==> config.mk <==
export PLATFORM = sky130hd
export DESIGN_NAME = divider_unit
export DESIGN_NICKNAME = d
export VERILOG_FILES = /design/src/rtl/divider_unit.sv
export SDC_FILE = /design/constraint.sdc
export NUM_CORES = 1
export LEC_CHECK = 0
export ABC_AREA = 1
export BUFFER_PORTS_ARGS = -buffer_cell sky130_fd_sc_hd__clkbuf_2
export CORE_MARGIN = 2
export CORE_UTILIZATION = 50
export CTS_BUF_LIST = sky130_fd_sc_hd__clkbuf_4 sky130_fd_sc_hd__clkbuf_8 sky130_fd_sc_hd__clkbuf_16
export DETAILED_ROUTE_END_ITERATION = 8
export PLACE_DENSITY = 0.75
export SLEW_MARGIN = 20
export SYNTH_ARGS = -nofsm -noshare
export SYNTH_HDL_FRONTEND = slang
export SYNTH_SLANG_ARGS = --single-unit
==> constraint.sdc <==
create_clock -name Clk -period 1.6 [get_ports Clk]
set_input_delay 0.24 -clock Clk [delete_from_list [all_inputs] [get_ports Clk]]
set_output_delay 0.24 -clock Clk [all_outputs]
set_load 0.03 [all_outputs]
==> src/rtl/divider_unit.sv <==
// Sequential 8-bit unsigned restoring divider: loads a dividend, then on Run
// shifts and trial-subtracts for eight cycles to leave quotient in B and remainder in A.
module divider_unit (
    input  logic       Clk,
    input  logic       Reset,
    input  logic       Load,
    input  logic       Run,
    input  logic [7:0] D,
    output logic [7:0] A,
    output logic [7:0] B,
    output logic       Busy,
    output logic       Done,
    output logic       Div0
);

    typedef enum logic [1:0] {
        S_IDLE    = 2'd0,
        S_COMPUTE = 2'd1,
        S_DONE    = 2'd2
    } state_t;

    state_t     state_q;
    logic [7:0] a_q;
    logic [7:0] q_q;
    logic [7:0] m_q;
    logic [2:0] cnt_q;
    logic       div0_q;

    logic [8:0] s_d;
    logic [9:0] t_d;
    logic       ge_d;

    // Trial subtraction on the shifted partial remainder; bit 9 is the borrow.
    assign s_d  = {a_q, q_q[7]};
    assign t_d  = {1'b0, s_d} - {2'b00, m_q};
    assign ge_d = ~t_d[9];

    always_ff @(posedge Clk) begin
        if (Reset) begin
            state_q <= S_IDLE;
            a_q     <= 8'd0;
            q_q     <= 8'd0;
            m_q     <= 8'd0;
            cnt_q   <= 3'd0;
            div0_q  <= 1'b0;
        end else begin
            case (state_q)
                S_IDLE: begin
                    if (Run) begin
                        m_q     <= D;
                        a_q     <= 8'd0;
                        cnt_q   <= 3'd0;
                        div0_q  <= (D == 8'd0);
                        state_q <= S_COMPUTE;
                    end else if (Load) begin
                        q_q <= D;
                    end
                end
                S_COMPUTE: begin
                    if (ge_d) begin
                        a_q <= t_d[7:0];
                        q_q <= {q_q[6:0], 1'b1};
                    end else begin
                        a_q <= s_d[7:0];
                        q_q <= {q_q[6:0], 1'b0};
                    end
                    cnt_q <= cnt_q + 3'd1;
                    if (cnt_q == 3'd7) begin
                        state_q <= S_DONE;
                    end
                end
                S_DONE: begin
                    // Wait for Run to drop so one press gives exactly one division.
                    if (!Run) begin
                        state_q <= S_IDLE;
                    end
                end
                default: state_q <= S_IDLE;
            endcase
        end
    end

    assign A    = a_q;
    assign B    = q_q;
    assign Div0 = div0_q;
    assign Busy = (state_q == S_COMPUTE);
    assign Done = (state_q == S_DONE);

endmodule

## After elaboration in Yosys (flattened, before gate mapping)

Index checks and enable logic that the tools add are counted.
Widths: inputs -> output; s select.

| storage, ports and cells | value |
|---|---|
| bits of input ports | 12 |
| memories kept | 0 |
| output and inout port bits | 19 |
| latch bits | 0 |
| memory bits (read-only) | 0 |
| RAM bits | 0 |
| register bits after elaboration | 30 |
| logic and storage cells | 36 |

| cells by class | value |
|---|---|
| $mul | 0 |
| mux-type cells | 13 |
| magnitude comparators | 0 |
| divide/modulo/power cells | 0 |
| reductions and logical operators | 7 |
| eq/ne operators | 8 |
| $add $sub $neg | 2 |
| shifts and indexed selects | 0 |
| bitwise logic cells | 0 |

Operators with widths:

| cell | number |
|---|---|
| $mux 8 | 4 |
| $pmux 8 s2 | 2 |
| $sub 9x8->10 | 1 |
| $logic_not 8->1 | 1 |
| $ne 2x2->1 const B | 4 |
| $mux 2 | 3 |
| $pmux 2 s3 | 1 |
| $pmux 3 s2 | 1 |
| $reduce_and 3->1 | 2 |
| $reduce_and 2->1 | 2 |
| $add 3x1->3 const B | 1 |
| $eq 3x3->1 const B | 1 |
| $mux 3 | 1 |
| $eq 2x1->1 const B | 1 |
| $eq 2x2->1 const B | 1 |
| $logic_not 2->1 | 1 |
| $ne 2x1->1 const B | 1 |
| $reduce_bool 2->1 | 1 |
| $mux 1 | 1 |

## Depth between registers and ports, before layout

| depth | value |
|---|---|
| depth after elaboration | 3 |
| gate-level depth with buffers | 12 |
| depth with buffers taken out | 12 |

## Worst setup path before layout

No wires, ideal clock.

| timing | value |
|---|---|
| path kind | register to register |
| from | register q_q[7], in the netlist B[7] |
| to | register a_q[4], in the netlist A[4] |
| setup slack | -0.167 ns |
| buffers on the path | 0 |
| setup time | 0.132 ns |
| required time | 1.468 ns |
| cell stages (with the launch flop) | 10 |
| data arrival time | 1.635 ns |
| period minus slack after synthesis | 1.767 ns |
| path through | dfxtp_1 > inv_1 > ha_1 > inv_1 > fa_1 > a21oi_1 > xor2_1 > nand2_1 > nand3_2 > a21oi_2 |

| between the ends | value |
|---|---|
| word-level cells in the longest chain between the ends | 3 |

Ends and longest elaborated chain:

| element | RTL line | source |
|---|---|---|
| from (decl) | 24 | `logic [7:0] q_q;` |
| from (signal assigned) | 62 | `q_q <= {q_q[6:0], 1'b1};` |
| from (signal assigned) | 65 | `q_q <= {q_q[6:0], 1'b0};` |
| $sub 9x8->10 | 35 | `assign t_d = {1'b0, s_d} - {2'b00, m_q};` |
| $mux 8 | 60 | `if (ge_d) begin` |
| $pmux 8 s2 | 47 | `case (state_q)` |
| to (signal assigned) | 61 | `a_q <= t_d[7:0];` |
| to (signal assigned) | 64 | `a_q <= s_d[7:0];` |
| to (decl) | 23 | `logic [7:0] a_q;` |

No other way between the ends.
A chain may end at the register's enable or synchronous reset.

## Worst setup path after layout

| timing | value |
|---|---|
| from | register m_q[6] |
| to | register a_q[6], in the netlist A[6] |

| between the ends | value |
|---|---|
| word-level cells in the longest chain between the ends | 3 |

Ends and longest elaborated chain:

| element | RTL line | source |
|---|---|---|
| from (decl) | 25 | `logic [7:0] m_q;` |
| from (signal assigned) | 43 | `m_q <= 8'd0;` |
| from (signal assigned) | 50 | `m_q <= D;` |
| $sub 9x8->10 | 35 |  |
| $mux 8 | 60 |  |
| $pmux 8 s2 | 47 |  |

No other way between the ends.

==> out/qor.txt <==
Tot GR Track Use - 0.2531
Post-route cell area - 2505 µm²
Area grow syn2layout - 40.99%
Post-layout min period - 1612 ps
Die area - 4046 µm²
Post-synthesis sequential area ratio - 0.3380
Hold_buf cts - 0
Asr flop ratio synth - 0
Worst Path Required - 1890 ps
Clk sinks - 30
Tcrit/Tclk final - 1.008
Worst-Margin Slew - 457.5 ps
Initial Utilization - 0.5283
Dpl cell area - 2163 µm²
Data arrival, critical path - 1900 ps
Share of layout cells above drive strength 1 - 0.4641
CP endpoint kind - flip-flop
Worst path cell trace - inv_2 > ha_4 > nand2_4 > nor2_4 > nand3_4 > nand3_4 > nand2_4 > nand2_1 > nand2_1 > a21oi_2
Number of distinct library cells after synthesis - 31
HP Class - in2reg
H-tree Lvls - 2
Failing checks - negative setup slack
Fmax - 620.3 MHz
Clock Tree Root - clkbuf_4
Cells after synthesis - 247
DRC violation total after the first TritonRoute iteration - 95
Crit Reg-Reg Endpoint - A[6]
Final Hold Vio Count - 0
MaxCap Viol Count - 0
Clock Path Buffers - 2
RePlAce Congestion - 0.9165
# diodes - 0
Worst stage delay on the critical path - 330 ps
Nets - 328
Clock insertion delay at the later pin of the skew report - 350 ps
Status - finished, violations left
Vias in the first global route - 1679
# DRC - 0
Total wire length - 5.148 mm
Crit-path max FO - 5
Worst path top cell family by delay - simple AND/OR/NAND/NOR gates
# placed instances - 337
Pins Over Slew Limit - 0
Slew HR - 0.6947
Area contributors post-synth - dfxtp_1 (34%), nand2_1 (14%), ha_1 (7.0%)
Initial antenna violation count - 0
Die height - 63.61 µm
LEAKAGE - 1.139 nW
PD cells - 1540 nW/µm²
Post-synthesis instance area - 1777 µm²
DR pass1 iterations - 5
GRT Residual Overflow - 0
PortBufs - 30
Peak VDD IR - 857.2 µV
Worst setup SP type - flip-flop
Core Area - 3363 µm²
R2R Setup Slk - -10 ps
Yosys reg bits - 30
Synth Flop Type - dfxtp_1
Unrepaired setup endpoints after global routing - yes
Buf+Inv Stages, Crit Path - 1
Number of flops mapped to enable cells by yosys - 0
First-pass GRT wire length - 7.879 mm
Worst Setup EP - A[6]
Die width - 63.61 µm
Post-route ant nets - 0
CTS tree - done
Crit. path cell count - 10
Via density - 5.401
CP max-delay cell - dfxtp_2
Non-filler cells, final - 352
Skew final - 11.50 ps
Reg2reg path depth - 10
Final worst slack - -12.25 ps
CTS buffer count - 5
Largest net degree at the start of global routing - 22
Crit Path Class - reg2reg
Synth top area share - 0.3380
Post-DP HPWL - 3.422 mm
Area leader, netlist - dfxtp_1
Setup crit start - m_q[6]
Setup violators final - 2
IO Count - 31
Mapped Avg Cell Area - 7.193 µm²
Synth warn - 0
Setup TNS - -20.37 ps
FF-to-FF Start - m_q[6]
Synthesized Nets - 270
Wire per inst - 14.63 µm
FP Rows - 21
Routed vias - 1901
Clock-pin slew on the worst setup and hold paths - 110 ps
[cells in the mapped netlist (4+ instances only)]
library cell  count
a21oi_1          19
nand2_2           5
nand3_1          12
buf_2             4
ha_1             10
inv_2             5
o21ai_0          13
a31oi_1           8
nand4_1           8
nand2_1          65
dfxtp_1          30
nor2_1            8
a21oi_2           4
inv_1            28
[cell families (layout without fill, tap and decap cells)]
| family | Yosys count | count (layout) | share of synthesized area |
|---|---|---|---|
| buf+inv | 41 | 99 | 0.09366 |
| flops | 30 | 30 | 0.3380 |
| fa+ha+maj | 11 | 11 | 0.08169 |
| simple gates | 113 | 114 | 0.3120 |
| xor+xnor | 3 | 3 | 0.01479 |
| compound gates | 49 | 49 | 0.1599 |
[state kept, by name (all words and copies together), names as in the netlist]
register / cells
A: 8
cnt_q: 3
B: 8
Div0: 1
m_q: 8
state_q: 2
[where the power goes]
group | switching, mW | leakage (nW) | internal [mW]
Sequential | 0.102 | 0.252 | 0.857
Combinational | 1.38 | 0.852 | 1.02
Clock | 0.292 | 0.0343 | 0.211
Total | 1.77 | 1.14 | 2.09
[tightest hold or removal path: cells and delay by family]
kind / cells / cell delay [ps]
buf+inv: 1 / 90
simple gates: 1 / 60
compound gates: 1 / 60
[routing by layer]
metal,vias up,share of wire,GRT usage,wire [µm]
met5,-,0,0,0
met4,0,0.022,0.1114,113
met3,10,0.069,0.06071,354
met2,67,0.46,0.3842,2363
met1,888,0.45,0.3404,2317
li1,936,-,-,-
[what timing repair did]
action,CTS,global route
pin swaps,8,30
gates resized for setup,13,38
endpoints found under the setup margin,7,12
buffers inserted,1,4
endpoints found under the hold margin,0,0
gates cloned,1,1
[worst min path at each step]
stage / start / to / cells after the start
floorplan: Run / state_q[1] / 2
global placement: m_q[6] / m_q[6] / 2
detailed placement: m_q[6] / m_q[6] / 2
CTS: Run / state_q[1] / 3
global route: Run / state_q[1] / 3
finish: Run / state_q[1] / 3
[through the flow]
step / setup slack, ps / total power, mW / util / hold slack (ps)
floorplan: -6.674 / 2.326 / - / 389.0
global placement: 27.24 / 2.894 / 0.6432 / 458.4
detailed placement: -16.41 / 2.935 / 0.6432 / 464.3
CTS: 13.54 / 3.557 / 0.6871 / 130.5
global route: -80.35 / 4.147 / 0.7448 / 111.9
finish: -12.25 / 3.857 / 0.7448 / 134.6
[cell usage in the layout (no fill, tap or decap), drive strengths merged]
cell type	netlist	routed
nand2	71	71
clkbuf	3	37
inv	33	33
dfxtp	30	30
buf	5	27
a21oi	24	24
nand3	16	17
o21ai	16	16
nor2	13	13
ha	10	10
nand4	8	8
a31oi	8	8
xor2	2	2
nor3	2	2
or2	2	2
nor4	1	1
xnor2	1	1
a211oi	1	1
fa	1	1
clkinv	0	1
clkinvlp	0	1
[cell type report]
cell class,count,area (µm²)
multi-input cells,177,1215
fillers,277,858.3
flip-flops and latches,30,623.1
repair buffers,58,416.7
inverters,33,128.9
well taps,46,57.56
clock buffers,6,51.30
clock inverters,2,12.51
Power figures use the tool's default switching activity.
